[src/rtl/cur_enc_pkg.sv]
// Shared constants for the current-DAC select path (encoder side).
package cur_enc_pkg;

    localparam int SEL_W  = 16;
    localparam int CODE_W = 4;

    localparam logic [1:0] ST_IDLE   = 2'd0;
    localparam logic [1:0] ST_FILTER = 2'd1;
    localparam logic [1:0] ST_HOLD   = 2'd2;

    // Number of set bits in a select word; a legal word has exactly one.
    function automatic logic [4:0] sel_popcount(input logic [SEL_W-1:0] w);
        logic [4:0] n;
        n = 5'd0;
        for (int k = 0; k < SEL_W; k++) begin
            n = n + {4'd0, w[k]};
        end
        return n;
    endfunction

endpackage

[src/rtl/cur_enc_onehot_enc.sv]
// Combinational one-hot to binary encoder with a legality flag.
// The code is an OR of the indices of all set bits (no priority), so it is only
// meaningful when legal is high.
module onehot_enc
    import cur_enc_pkg::*;
(
    input  logic [SEL_W-1:0]  in_w,
    output logic [CODE_W-1:0] code,
    output logic              legal
);

    logic [CODE_W-1:0] code_s;

    // OR-tree encode: every set bit contributes its index.
    always_comb begin
        code_s = {CODE_W{1'b0}};
        for (int k = 0; k < SEL_W; k++) begin
            if (in_w[k]) begin
                code_s = code_s | CODE_W'(k);
            end else begin
                code_s = code_s;
            end
        end
    end

    assign code  = code_s;
    assign legal = (sel_popcount(in_w) == 5'd1);

endmodule

[src/rtl/cur_enc.sv]
// One-hot current-select encoder: input register, stability filter, legality
// check, valid/ready hand-off of the code and a saturating reject counter.
module cur_enc
    import cur_enc_pkg::*;
#(
    parameter int STABLE_CNT = 4,
    parameter int ERR_W      = 8
) (
    input  logic              clk,
    input  logic              reset,
    input  logic [SEL_W-1:0]  sel_in,
    output logic [CODE_W-1:0] code_out,
    output logic              code_valid,
    input  logic              code_ready,
    output logic              err_illegal,
    output logic [ERR_W-1:0]  err_cnt,
    output logic              busy
);

    localparam int                CNT_W   = $clog2(STABLE_CNT + 1);
    localparam logic [CNT_W-1:0]  CNT_ONE = CNT_W'(1);
    localparam logic [CNT_W-1:0]  CNT_MAX = CNT_W'(STABLE_CNT);
    localparam logic [ERR_W-1:0]  ERR_MAX = {ERR_W{1'b1}};
    localparam logic [SEL_W-1:0]  SEL_RST = SEL_W'(1);

    logic [SEL_W-1:0]  sel_q,       sel_d;
    logic [SEL_W-1:0]  last_word_q, last_word_d;
    logic [SEL_W-1:0]  cand_q,      cand_d;
    logic [1:0]        state_q,     state_d;
    logic [CNT_W-1:0]  cnt_q,       cnt_d;
    logic [CODE_W-1:0] code_q,      code_d;
    logic              valid_q,     valid_d;
    logic              err_q,       err_d;
    logic [ERR_W-1:0]  err_cnt_q,   err_cnt_d;
    logic              busy_q,      busy_d;

    logic [CODE_W-1:0] cand_code_s;
    logic              cand_legal_s;

    onehot_enc u_enc (
        .in_w  (cand_q),
        .code  (cand_code_s),
        .legal (cand_legal_s)
    );

    // Next-state logic: filter FSM, hand-off register and reject counter.
    always_comb begin
        sel_d       = sel_in;
        last_word_d = last_word_q;
        cand_d      = cand_q;
        state_d     = state_q;
        cnt_d       = cnt_q;
        code_d      = code_q;
        valid_d     = valid_q;
        err_d       = 1'b0;
        err_cnt_d   = err_cnt_q;

        case (state_q)
            ST_IDLE: begin
                if (sel_q != last_word_q) begin
                    state_d = ST_FILTER;
                    cand_d  = sel_q;
                    cnt_d   = CNT_ONE;
                end else begin
                    state_d = ST_IDLE;
                end
            end
            ST_FILTER: begin
                if (sel_q == cand_q) begin
                    if (cnt_q < CNT_MAX) begin
                        cnt_d = cnt_q + CNT_ONE;
                    end else if (cand_legal_s) begin
                        code_d      = cand_code_s;
                        valid_d     = 1'b1;
                        last_word_d = cand_q;
                        state_d     = ST_HOLD;
                    end else begin
                        // Remember the rejected word so it does not retrigger.
                        err_d       = 1'b1;
                        last_word_d = cand_q;
                        state_d     = ST_IDLE;
                        if (err_cnt_q != ERR_MAX) begin
                            err_cnt_d = err_cnt_q + ERR_W'(1);
                        end else begin
                            err_cnt_d = err_cnt_q;
                        end
                    end
                end else if (sel_q == last_word_q) begin
                    // Short excursion that came back: a glitch, no output.
                    state_d = ST_IDLE;
                end else begin
                    cand_d = sel_q;
                    cnt_d  = CNT_ONE;
                end
            end
            ST_HOLD: begin
                // Input changes here are picked up later by the IDLE compare.
                if (code_ready) begin
                    valid_d = 1'b0;
                    state_d = ST_IDLE;
                end else begin
                    state_d = ST_HOLD;
                end
            end
            default: begin
                state_d = ST_IDLE;
                valid_d = 1'b0;
            end
        endcase

        busy_d = (state_d != ST_IDLE);
    end

    // State and output registers with synchronous reset.
    always_ff @(posedge clk) begin
        if (reset) begin
            sel_q       <= SEL_RST;
            last_word_q <= SEL_RST;
            cand_q      <= SEL_RST;
            state_q     <= ST_IDLE;
            cnt_q       <= {CNT_W{1'b0}};
            code_q      <= {CODE_W{1'b0}};
            valid_q     <= 1'b0;
            err_q       <= 1'b0;
            err_cnt_q   <= {ERR_W{1'b0}};
            busy_q      <= 1'b0;
        end else begin
            sel_q       <= sel_d;
            last_word_q <= last_word_d;
            cand_q      <= cand_d;
            state_q     <= state_d;
            cnt_q       <= cnt_d;
            code_q      <= code_d;
            valid_q     <= valid_d;
            err_q       <= err_d;
            err_cnt_q   <= err_cnt_d;
            busy_q      <= busy_d;
        end
    end

    assign code_out    = code_q;
    assign code_valid  = valid_q;
    assign err_illegal = err_q;
    assign err_cnt     = err_cnt_q;
    assign busy        = busy_q;

endmodule
[config.mk]
export PLATFORM = sky130hd
export DESIGN_NAME = cur_enc
export DESIGN_NICKNAME = d
export VERILOG_FILES = /design/src/rtl/cur_enc_pkg.sv /design/src/rtl/cur_enc_onehot_enc.sv /design/src/rtl/cur_enc.sv
export SDC_FILE = /design/constraint.sdc
export NUM_CORES = 1
export LEC_CHECK = 0
export ABC_CLOCK_PERIOD_IN_PS = 4800
export BUFFER_PORTS_ARGS = -buffer_cell sky130_fd_sc_hd__buf_2
export CAP_MARGIN = 10
export CORE_UTILIZATION = 53
export CTS_CLUSTER_DIAMETER = 100
export DETAILED_ROUTE_END_ITERATION = 8
export PLACE_DENSITY = 0.76
export SYNTH_ARGS = -nofsm -noshare
export SYNTH_HDL_FRONTEND = slang
export SYNTH_SLANG_ARGS = --single-unit
export TNS_END_PERCENT = 20
[constraint.sdc]
create_clock -name clk -period 4.8 [get_ports clk]
set_clock_uncertainty 0.1 [all_clocks]
set_input_delay 0.72 -clock clk [delete_from_list [all_inputs] [get_ports clk]]
set_output_delay 0.72 -clock clk [all_outputs]
set_load 0.01 [all_outputs]
==> flow_summary.ini <==
[hold_path]
holdPathStages = 2
hold_class = flip-flop to flip-flop

[layout]
nFillCells = 496
n_antenna_cell = 0
post-route-util = 0.6441
fin_nets = 429
area_growth_pct = 17.10
multi_input_area_mm2 = 0.001819
drive_above_1_share = 0.2085
regArea_mm2 = 0.001364

[timing]
rsz0062_at_grt = yes
period_needed_ns = 4.795
slew_headroom = 0.3915
final_hold_viol_count = 0
worstMarginPinSlew_ns = 0.9128
clock.fmax_ghz = 0.2085
slew_viol_final = 0
setup_tns_ns = 0
fin_crit_sh = 0.9990
layout_setup_ws_ns = 0.004941
final-setup-viol-count = 0

[critical_path]
cp.required_ns = 4.94
cpPeakStageDelay_ns = 0.49
slowest_stage = fa_1
crit_path_start_kind = flip-flop
end_kind = flip-flop
path_cells = ha_4 > inv_2 > fa_1 > inv_1 > fa_1 > fa_1 > inv_1 > fa_1 > inv_1 > fa_2 > fa_2 > and3b_1 > o211ai_1 > a21bo_4 > nor4_4 > mux2_2
rr_worst_depth = 16
worst_path_most_repeated_cell = fa_1
path_delay_family = adder cells
path_max_fanout = 9
critPathKind = flip-flop to flip-flop
cp.depth = 16
cp.arrival_ns = 4.93
cp_num_buf_inv = 4

[logic_synthesis]
ys_warn_count = 0
yosysSeqAreaShare = 0.4180
synth_top_flop_cell = dfxtp_1
synth_seq_cells = 68
syn_inst = 355
synth_edf_count = 0
synth_area_mm2 = 0.003257
avgSynthCellArea_um2 = 9.174
syn_nets = 391
netlist-cell-type-count = 42
async_flop_share = 0

[global_route]
grt_start_max_net_pins = 43
use_met2 = 0.4025
grt_first_pass_wirelength_mm = 11.47
grt_overflow = 0
grt.busiest_layer = met2
grt_usage = 0.2408
grt_util_met1 = 0.2930
grt_util_met3 = 0.05114
grt_pass1_vias = 2407
antenna_found_initial = 0

[clock_tree]
clk_latency_ns = 0.34
clk_pin_slew_worst_paths_ns = 0.07
cts_buffers = 9
cts_tree = yes
cts-root-buf = clkbuf_8
holdBufCountCts = 0
htree_levels = 3
cts.sinks = 68
cts_buffer_depth = 2

[floorplanning]
core_area_mm2 = 0.005921
initial_core_util = 0.5501
die-area_mm2 = 0.006463
row_count = 28
io_pins = 34
fp.dieW_um = 80.39
die_h_um = 80.39

[power]
switching_share = 0.2685
switchingPower_w = 0.0003489
p_comb_frac = 0.172
clockPowerShare = 0.368
peakVddDrop_mv = 0.2582
leakagePower_nw = 1.485
p_int_w = 0.0009507
seq_power_share = 0.460
power_density_mw_per_mm2 = 340.8

[detailed_routing]
ant_nets = 0
route.detailed.drc = 0
drt_wl_total_mm = 6.887
vias_per_cell = 5.330
dr.pass1.iters = 4
initialDrtViolationCount = 109
vias = 2521
drt-wirelength-per-cell_um = 14.56

[run]
cap_violations = 0

[placement]
dp_hpwl_mm = 5.035
portBuffers = 33
pre_cts_ws_ns = -0.09759
gp_congestion = 0.8581

[outcome]
outcome = finished clean
[tightest hold or removal path: cells and delay by family, from the launching register on]
| kind | cells | cell delay (ns) |
|---|---|---|
| compound gates | 1 | 0.06 |
| flops | 1 | 0.31 |
| buf+inv | 1 | 0.06 |
[synth_stat cells (2+ instances only)]
library cell / instances / area [um^2]
nand2_1: 42 / 157.7
or3_1: 2 / 12.51
mux2_2: 3 / 33.78
dfxtp_1: 68 / 1361
mux2i_1: 17 / 170.2
nand4_1: 8 / 50.05
xnor2_1: 25 / 219.0
ha_1: 7 / 87.58
inv_1: 25 / 93.84
fa_1: 10 / 200.2
xor2_1: 8 / 70.07
nor4_1: 10 / 62.56
nand3_1: 6 / 30.03
or4_1: 3 / 22.52
a21oi_1: 22 / 110.1
nor3_1: 7 / 35.03
or2_2: 2 / 12.51
nor4_2: 2 / 25.02
nor2b_1: 17 / 106.4
o211ai_1: 2 / 15.01
nor2_1: 27 / 101.4
nor4b_1: 2 / 17.52
a211oi_1: 5 / 37.54
a31oi_1: 3 / 18.77
o31ai_1: 3 / 22.52
clkbuf_1: 11 / 41.29
buf_2: 3 / 15.01
[per-layer routing]
metal | share of wire | vias to the layer above
li1 | - | 1266
met1 | 0.46 | 1184
met2 | 0.48 | 57
met3 | 0.035 | 14
met4 | 0.024 | 0
met5 | 0 | -
[power by group through the flow]
stage               Combinational (W)  Sequential (W)  Clock (W)
floorplan                    0.000153        0.000607          0
global placement             0.000182        0.000610          0
detailed placement           0.000191        0.000611          0
CTS                          0.000209        0.000598   0.000487
global route                 0.000251        0.000599   0.000513
finish                       0.000223        0.000598   0.000479
[sequential cells by signal, summed over array words and instances (netlist names)]
| signal | flops |
|---|---|
| sel_q | 16 |
| code_out | 4 |
| cand_q | 16 |
| err_illegal | 1 |
| code_valid | 1 |
| busy | 1 |
| err_cnt | 8 |
| cnt_q | 3 |
| state_q | 2 |
| last_word_q | 16 |
[final timing paths]
check                    from           to  slack (ns)
hold / removal    code_out[2]  code_out[2]        0.37
hold reg to reg   code_out[2]  code_out[2]        0.37
setup reg to reg    cand_q[1]   err_cnt[5]       0.005
setup / recovery    cand_q[1]   err_cnt[5]       0.005
[cell usage in the layout (no fill, tap or decap), types with 2 or more instances in the layout]
| cell type | instances |
|---|---|
| dfxtp_1 | 66 |
| nand2_1 | 42 |
| buf_2 | 33 |
| nor2_1 | 27 |
| xnor2_1 | 25 |
| inv_1 | 24 |
| a21oi_1 | 21 |
| nor2b_1 | 17 |
| mux2i_1 | 17 |
| clkbuf_8 | 11 |
| buf_4 | 10 |
| xor2_1 | 8 |
| nand4_1 | 8 |
| nor4_1 | 8 |
| fa_1 | 8 |
| nor3_1 | 7 |
| nand3_1 | 6 |
| ha_1 | 6 |
| a211oi_2 | 4 |
| nor4_2 | 3 |
| mux2_2 | 3 |
| a31oi_1 | 3 |
| o31ai_1 | 3 |
| or4_1 | 3 |
| o211ai_1 | 2 |
| or3_1 | 2 |
| fa_2 | 2 |
| dfxtp_2 | 2 |
| clkinv_2 | 2 |
[logic make-up (layout without fill, tap and decap cells)]
logic type	Yosys count	in the layout	share of synthesized area
AOI/OAI and AO/OA	41	41	0.07684
DFF	68	68	0.4180
adders and majority gates	17	17	0.08836
muxes	20	20	0.06262
xor gates and xnor gates	33	33	0.08874
buffers and inverters	41	84	0.05186
and+or+nand+nor	135	135	0.2136
[timing repair]
| action | CTS | global route |
|---|---|---|
| resized for setup | 7 | 5 |
| gates cloned | 0 | 0 |
| setup buffers | 0 | 1 |
| setup endpoints to repair | 12 | 15 |
| hold endpoints to repair | 0 | 0 |
| pin swaps | 2 | 9 |
[final cells by class]
type | count | share of cell area
clock buffers | 12 | 0.04068
inverters | 25 | 0.02461
flip-flops and latches | 68 | 0.3576
clock inverters | 4 | 0.01247
well taps | 75 | 0.02461
multi-input cells | 246 | 0.4770
repair buffers | 43 | 0.06299
[through the flow]
stage	total power, W	std cells	hold WS (ns)	instance area, um^2
after floorplan	0.0007599	355	0.3444	3299
after global placement	0.0007927	456	0.3468	3541
after detailed placement	0.0008021	456	0.3551	3541
after CTS	0.001294	472	0.3663	3784
after global routing	0.001363	473	0.3978	3814
final	0.001300	473	0.3670	3814
Note: power is estimated with default switching activity, not from simulation.
